[src/rtl/async_fifo_pkg.sv]
// -----------------------------------------------------------------------------
// async_fifo_pkg
// Shared definitions for the read side of the asynchronous CDC FIFO:
//   - occ_e      : output-buffer occupancy encoding (EMPTY / ONE / TWO)
//   - BUF_DEPTH  : number of entries in the read-side skid buffer
//   - STAT_WIDTH : width of the optional delivered-word counter
//   - occ_inc / occ_dec : saturating occupancy step helpers
// -----------------------------------------------------------------------------
package async_fifo_pkg;

   typedef enum logic [1:0] {
      OCC_EMPTY = 2'd0,
      OCC_ONE   = 2'd1,
      OCC_TWO   = 2'd2
   } occ_e;

   localparam int BUF_DEPTH  = 2;
   localparam int STAT_WIDTH = 32;

   // One more word held; the pop rule never lets this step past TWO.
   function automatic occ_e occ_inc(input occ_e occ);
      case (occ)
         OCC_EMPTY: return OCC_ONE;
         default:   return OCC_TWO;
      endcase
   endfunction

   // One fewer word held; only called while the buffer is non-empty.
   function automatic occ_e occ_dec(input occ_e occ);
      case (occ)
         OCC_TWO: return OCC_ONE;
         default: return OCC_EMPTY;
      endcase
   endfunction

endpackage

[src/rtl/rd_skid_buf.sv]
// -----------------------------------------------------------------------------
// rd_skid_buf
// Two-entry ring buffer that absorbs the one-cycle FIFO read latency.
// Ports:
//   rclk        in   read-domain clock
//   PresetFull  in   asynchronous active-high reset
//   push        in   write push_data at the tail this edge
//   push_data   in   DATA_WIDTH word to store
//   pop         in   head word consumed this edge
//   flush       in   synchronous discard of all stored words (wins over push/pop)
//   occ         out  occupancy (EMPTY / ONE / TWO)
//   head_data   out  word at the head of the ring
// -----------------------------------------------------------------------------
module rd_skid_buf
   import async_fifo_pkg::*;
#(
   parameter int DATA_WIDTH = 8
) (
   input  logic                  rclk,
   input  logic                  PresetFull,
   input  logic                  push,
   input  logic [DATA_WIDTH-1:0] push_data,
   input  logic                  pop,
   input  logic                  flush,
   output occ_e                  occ,
   output logic [DATA_WIDTH-1:0] head_data
);

   logic [DATA_WIDTH-1:0] mem [BUF_DEPTH];
   logic                  rd_ptr;
   logic                  wr_ptr;

   // Ring storage and occupancy. A simultaneous push and pop leaves the
   // occupancy alone while both pointers advance, which is what gives one
   // word per cycle. Flush re-aligns the pointers so the ring restarts clean.
   always_ff @(posedge rclk or posedge PresetFull) begin
      if (PresetFull) begin
         occ    <= OCC_EMPTY;
         rd_ptr <= 1'b0;
         wr_ptr <= 1'b0;
         for (int i = 0; i < BUF_DEPTH; i++) begin
            mem[i] <= '0;
         end
      end else if (flush) begin
         occ    <= OCC_EMPTY;
         rd_ptr <= 1'b0;
         wr_ptr <= 1'b0;
      end else begin
         if (push) begin
            mem[wr_ptr] <= push_data;
            wr_ptr      <= ~wr_ptr;
         end
         if (pop) begin
            rd_ptr <= ~rd_ptr;
         end
         case ({push, pop})
            2'b10:   occ <= occ_inc(occ);
            2'b01:   occ <= occ_dec(occ);
            default: occ <= occ;
         endcase
      end
   end

   assign head_data = mem[rd_ptr];

endmodule

[src/rtl/async_fifo_rd_stream.sv]
// -----------------------------------------------------------------------------
// async_fifo_rd_stream
// Read-side adapter in the rclk domain: drains the CDC FIFO pop interface
// (empty flag, get-enable, one-cycle-latency read data) and presents a
// valid/ready stream. A two-entry skid buffer hides the read latency so the
// stream keeps one word per cycle under back-pressure.
// Ports:
//   rclk           in   read-domain clock
//   PresetFull     in   asynchronous active-high reset
//   i_fifo_empty   in   FIFO empty flag
//   o_fifo_get_en  out  FIFO pop request
//   i_fifo_cmd     in   FIFO read data, valid the cycle after a pop
//   i_flush        in   synchronous discard of buffered and in-flight words
//   o_valid        out  stream valid
//   i_ready        in   downstream accept
//   o_data         out  stream data (buffer head)
//   o_pop_cnt      out  delivered-word count, only with
//                       ASYNC_FIFO_RD_STREAM_STAT_EN defined
// -----------------------------------------------------------------------------
module async_fifo_rd_stream
   import async_fifo_pkg::*;
#(
   parameter int DATA_WIDTH = 8
) (
   input  logic                  rclk,
   input  logic                  PresetFull,
   input  logic                  i_fifo_empty,
   output logic                  o_fifo_get_en,
   input  logic [DATA_WIDTH-1:0] i_fifo_cmd,
   input  logic                  i_flush,
   output logic                  o_valid,
   input  logic                  i_ready,
   output logic [DATA_WIDTH-1:0] o_data
`ifdef ASYNC_FIFO_RD_STREAM_STAT_EN
   ,
   output logic [STAT_WIDTH-1:0] o_pop_cnt
`endif
);

   occ_e       buf_occ;
   logic       inflight;
   logic       xfer;
   logic [2:0] pending;

   assign o_valid = (buf_occ != OCC_EMPTY);
   assign xfer    = o_valid & i_ready;

   // Words that will be held after this edge if no new pop is issued.
   // Popping only while this is below the buffer depth guarantees the
   // word returning next cycle always has a free slot.
   assign pending = {1'b0, buf_occ} + {2'b00, inflight} - {2'b00, xfer};

   // Reset gating keeps the pop request low while the block is held in
   // reset, so no word is pulled from the FIFO and then lost.
   assign o_fifo_get_en = ~PresetFull & ~i_fifo_empty & ~i_flush &
                          (pending < 3'(BUF_DEPTH));

   // Remembers that a pop was accepted, so the read data arriving next
   // cycle gets captured. Flush forgets it, dropping that word.
   always_ff @(posedge rclk or posedge PresetFull) begin
      if (PresetFull) begin
         inflight <= 1'b0;
      end else if (i_flush) begin
         inflight <= 1'b0;
      end else begin
         inflight <= o_fifo_get_en;
      end
   end

   rd_skid_buf #(
      .DATA_WIDTH (DATA_WIDTH)
   ) u_buf (
      .rclk       (rclk),
      .PresetFull (PresetFull),
      .push       (inflight),
      .push_data  (i_fifo_cmd),
      .pop        (xfer),
      .flush      (i_flush),
      .occ        (buf_occ),
      .head_data  (o_data)
   );

`ifdef ASYNC_FIFO_RD_STREAM_STAT_EN
   // Counts every handshake, including one that coincides with a flush;
   // only reset clears it.
   always_ff @(posedge rclk or posedge PresetFull) begin
      if (PresetFull) begin
         o_pop_cnt <= '0;
      end else if (xfer) begin
         o_pop_cnt <= o_pop_cnt + STAT_WIDTH'(1);
      end
   end
`endif

endmodule
[config.mk]
export PLATFORM = sky130hd
export DESIGN_NAME = async_fifo_rd_stream
export DESIGN_NICKNAME = d
export VERILOG_FILES = /design/src/rtl/async_fifo_pkg.sv /design/src/rtl/rd_skid_buf.sv /design/src/rtl/async_fifo_rd_stream.sv
export SDC_FILE = /design/constraint.sdc
export NUM_CORES = 1
export LEC_CHECK = 0
export CAP_MARGIN = 30
export CORE_MARGIN = 2
export CORE_UTILIZATION = 45
export CTS_BUF_LIST = sky130_fd_sc_hd__clkbuf_4 sky130_fd_sc_hd__clkbuf_8
export DETAILED_ROUTE_END_ITERATION = 8
export HOLD_SLACK_MARGIN = 0.02
export PLACE_DENSITY = 0.73
export SYNTH_ARGS = -nofsm -noshare
export SYNTH_HDL_FRONTEND = slang
export SYNTH_SLANG_ARGS = --single-unit
export TNS_END_PERCENT = 5
[constraint.sdc]
create_clock -name rclk -period 2.59 [get_ports rclk]
set_input_delay 0.518 -clock rclk [delete_from_list [all_inputs] [get_ports rclk]]
set_output_delay 0.518 -clock rclk [all_outputs]
set_load 0.05 [all_outputs]
## Word level (Yosys, flattened, before mapping)

Cells that the tools add are included.

| cells by class | value |
|---|---|
| magnitude comparators | 4 |
| muxes and demuxes | 15 |
| reductions and logical operators | 7 |
| add/subtract/negate cells | 2 |
| equal/unequal tests | 3 |
| bitwise operators | 11 |

Operator list:

| operator | number |
|---|---|
| $mux 8 | 4 |
| $bwmux 16 | 1 |
| $demux 8 s1 | 1 |
| $mux 1 | 6 |
| $reduce_bool 2->1 | 3 |
| $not 1->1 | 5 |
| $and 1x1->1 | 4 |
| $eq 2x2->1 const B | 2 |
| $ge 2x2->1 const B | 2 |
| $mux 2 | 2 |
| $not 1->2 | 2 |
| $pmux 2 s2 | 1 |
| $add 2x1->3 | 1 |
| $lt 3x2->1 const B | 1 |
| $reduce_bool 3->1 | 1 |
| $sub 3x1->3 | 1 |
| $eq 2x1->1 const B | 1 |
| $logic_not 2->1 | 1 |
| $lt 2x1->1 const B | 1 |
| $reduce_and 2->1 | 1 |
| $logic_and 1x1->1 | 1 |

| word-level totals | value |
|---|---|
| logic and storage cells | 48 |
| output and inout port bits | 10 |
| bits in registers | 21 |

## Longest topological paths before layout

| logic depth | value |
|---|---|
| depth in word-level cells | 6 |
| gate-level depth with buffers | 6 |
| depth with buffers taken out | 6 |

## By module

A second synthesis with hierarchy kept.

| unflattened totals | value |
|---|---|
| cell total of the unflattened synthesis | 74 |
| area, all modules | 1019.7 um^2 |

By module, submodules not included:

| module | times used | area each (um^2) | cells each |
|---|---|---|---|
| rd_skid_buf | 1 | 903.4 | 62 |
| async_fifo_rd_stream | 1 | 116.4 | 12 |

## Worst setup path before layout

No wires, ideal clock.

| timing | value |
|---|---|
| path type | reg-to-output |
| start | reg u_buf.occ[1] |
| end | out o_fifo_get_en |
| setup slack | 0.005 ns |
| data arrival time | 2.067 ns |
| data required time | 2.072 ns |
| cell stages (with the launch flop) | 7 |
| cells stage by stage | dfrtp_1 -> o21a_1 -> ha_1 -> nand2b_1 -> fa_1 -> xnor2_1 -> and4_1 |

| on the way | value |
|---|---|
| cells in the longest elaborated chain, start to end | 5 |
| elaborated cells on any way between the ends | 6 |

RTL lines:

| item | line | text |
|---|---|---|
| from (decl) | rd_skid_buf.sv:25 | `output occ_e occ,` |
| from (signal assigned) | rd_skid_buf.sv:57 | `2'b10: occ <= occ_inc(occ);` |
| from (signal assigned) | rd_skid_buf.sv:58 | `2'b01: occ <= occ_dec(occ);` |
| branches (longest 2 deep; another with $add 2x1->3) | n/a |  |
| $sub 3x1->3 * | async_fifo_rd_stream.sv:51 | `assign pending = {1'b0, buf_occ} + {2'b00, inflight} - {2'b00, xfer};` |
| $lt 3x2->1 * | async_fifo_rd_stream.sv:56 | `(pending < 3'(BUF_DEPTH));` |
| $and 1x1->1 * | async_fifo_rd_stream.sv:55 | `assign o_fifo_get_en = ~PresetFull & ~i_fifo_empty & ~i_flush &` |
| to (decl) | async_fifo_rd_stream.sv:28 | `output logic o_fifo_get_en,` |

Mark *: on every way between the ends.

## Worst setup path after layout

| timing | value |
|---|---|
| start | reg u_buf.occ[0] |
| end | out o_fifo_get_en |

The elaborated chain is that of the path after synthesis.

==> results.md <==
- Status: complete, but fails checks
- Failing checks: negative setup slack
- DRC Markers: 0
- LEAKAGE: 0.592 nW
- Register-to-Register Path Depth: 6
- Synth Area in Simple Gates: 0.101
- Yosys warning count: 0
- Worst r2r src: u_buf.occ[0]
- Hold depth: 1
- IO Port Bufs: 22
- Hold_buf cts: 0
- CP max FO: 2
- Max-cap violations: 0
- Final Max Tran Viols: 0
- Hold_sp: u_buf.mem[5]
- Detailed Place HPWL: between 1000 and 1500 um
- All-Layer GR Usage: 0.161
- Setup ws final: -0.157 ns
- CP Launch Type: register
- Vias in the first global route: ~710
- Syn Nets: just under 90
- Worst hold endpoint: u_buf.mem[5]
- Tot Pwr: between 0.0009 and 0.001 W
- Fmax: 364 MHz
- Initial antenna violation count: 0
- Commonest non-fill, non-tap cell in the layout: mux2_2
- Yosys reg bits: 21
- RSZ-0062 raised after global routing: yes
- Worst-case clock buffer depth: 2
- Cell Chain, Critical Path: o21a_1, ha_1, nand2b_4, fa_2, xnor2_2, and4_4, buf_12
- Clk slew on worst S/H paths: 0.11 ns
- Final min period: roughly 2.7 ns
- Vias per cell: between 5 and 6
- Die Wd: 51.3 um
- CTS tree: yes
- Sink Count: 21
- Worst setup EP type: output pin
- Die ar.: roughly 2600 um2
- Synth Area in Adders: 0.0323
- Row Count: 17
- Crit path max-delay cell type: dfrtp_1
- CP required: 2.07 ns
- Synth Area in Compound Gates: 0.0261
- Ant. Diodes: 0
- Core Area: 2170 um2
- Period Utilization, post-route: 1.06
- Layout cell share with drive strength beyond 1: 0.416
- CP bufs+invs: 1
- Area growth, synth to finish: 33.4%
- Avg Inst Size Synth: roughly 14 um2
- First-pass GRT wire length: approximately 3100 um
- Dpl ws: -0.516 ns
- CP peak stage delay: around 0.40 ns
- Post-synthesis cell type count: 23
- Crit Reg-Reg Endpoint: inflight
- Seq/Total Area, Yosys: 0.522
- Maximum VDD drop: about 0.00052 V
- Via count: approximately 670
- Main combinational cell family by area after synthesis: multiplexers
- Setup Skew: around 0.003 ns
- Worst Tran Pin Value: slightly above 0.5 ns
- PD cells: 687 nW/um2
- Mux cell area share after synthesis: 0.268
- WL final: between 1500 and 2000 um
- Top cell family by delay on the critical path: adder cells
- Drt pass-1 iters: 3
- Grt total ovfl: 0
- R2R setup slack: slightly below 0.8 ns
- Per-cell routed wire length: 14.2 um
- Root buf cell: clkbuf_4
- Clk Latency, worst-skew pair: 0.29 ns
- Starting DRT DRC Count: 8
- Largest net degree at the start of global routing: 23
- WHS: between 0.5 and 0.6 ns
- Final setup violation count: 1
- Max H-tree Level: 1
- Commonest non-fill, non-tap cells in the layout: mux2_2 (24), dfrtp_1 (20), clkdlybuf4s50_1 (20)
- Die extent in y: between 50 and 60 um
- TritonCTS Buffers: 3
- Synth Area in XOR/XNOR: 0.0261
- Starting Density: 0.464
- Worst EP arrival: between 2 and 2.5 ns
- Rel. slew slack: 0.659
- Final nets: about 120
- Gpl congestion: just under 0.8
- Num ports: 23
- Final Hold Fails: 0
- Antenna Violating Nets Remaining: 0
- Crit Path Category: reg -> out
- Worst min path class: reg -> reg
- Post-Syn Area: just over 1000 um2
- Synth Instances: 73
cells in the mapped netlist:
library cell,instances,area [um2]
nand3b_2,1,11.3
mux2_2,24,270
ha_1,1,12.5
or2_2,1,6.26
o21ai_0,1,5.00
a311oi_1,1,8.76
nor2b_1,1,6.26
and4_1,2,17.5
fa_1,1,20.0
dfrtp_1,21,526
buf_2,1,5.00
inv_1,2,7.51
clkbuf_2,1,5.00
o21a_1,1,7.51
and3b_1,1,8.76
buf_4,1,7.51
xnor2_1,3,26.3
nand2_1,1,3.75
nor2_1,3,11.3
nand2b_1,2,12.5
nor3_1,1,5.00
nor3b_4,1,18.8
a21oi_1,1,5.00
per-stage QoR:
stage          TNS (ns)  instances  area [um2]   util
5_1_grt          -0.264        129        1340  0.619
3_5_place_dp     -0.516        123        1280  0.589
4_1_cts          -0.165        129        1330  0.614
6_report         -0.157        129        1340  0.619
3_3_place_gp     -0.427        123        1280  0.589
2_1_floorplan         0         73        1010      -
kinds of logic (layout without fill, tap and decap cells):
kind of cell	count (synthesis)	after routing
XOR/XNOR	3	3
flip-flops	21	21
AND/OR/NAND/NOR	14	14
AO/OA/AOI/OAI	4	4
multiplexers	24	24
buffers and inverters	5	33
adder cells (fa/ha/maj)	2	2
flip-flops by register name, summed over array words and instances (netlist names):
signal	cells
inflight	1
u_buf.rd_ptr	1
u_buf.wr_ptr	1
u_buf.mem	16
u_buf.occ	2
where the power goes:
part           switching [W]  internal [W]  total (W)
sequential         0.0000290      0.000384   0.000413
combinational       0.000192      0.000157   0.000348
clock              0.0000922     0.0000704   0.000163
area by class of cell:
type,instances,area (um2)
fillers,185,826
flip-flops and latches,21,527
multi-input cells,47,477
repair buffers,27,268
well taps,28,35.0
clock buffers,4,30.0
inverters,2,7.51
how the worst max path moves through the flow:
stage	start	endpoint	slack, ns	cells after the start
floorplan	u_buf.occ[1]	o_fifo_get_en	0.005	6
global placement	i_ready	o_fifo_get_en	-0.43	8
detailed placement	i_ready	o_fifo_get_en	-0.52	8
CTS	u_buf.occ[0]	o_fifo_get_en	-0.16	7
global route	u_buf.occ[0]	o_fifo_get_en	-0.26	7
finish	u_buf.occ[0]	o_fifo_get_en	-0.16	7
repair_timing:
item                                    4_1_cts  5_1_grt
setup buffers                                 2        0
pin swaps                                     2        1
endpoints found under the setup margin        1        9
cloned                                        0        0
resized for setup                             4        3
routing by layer:
metal,wire length (um),track usage,vias up
met5,0,0,-
met4,9,0.0526,0
met3,51,0.0292,2
met2,968,0.292,12
met1,807,0.190,344
li1,-,-,311
Note: power is estimated with default switching activity, not from simulation.
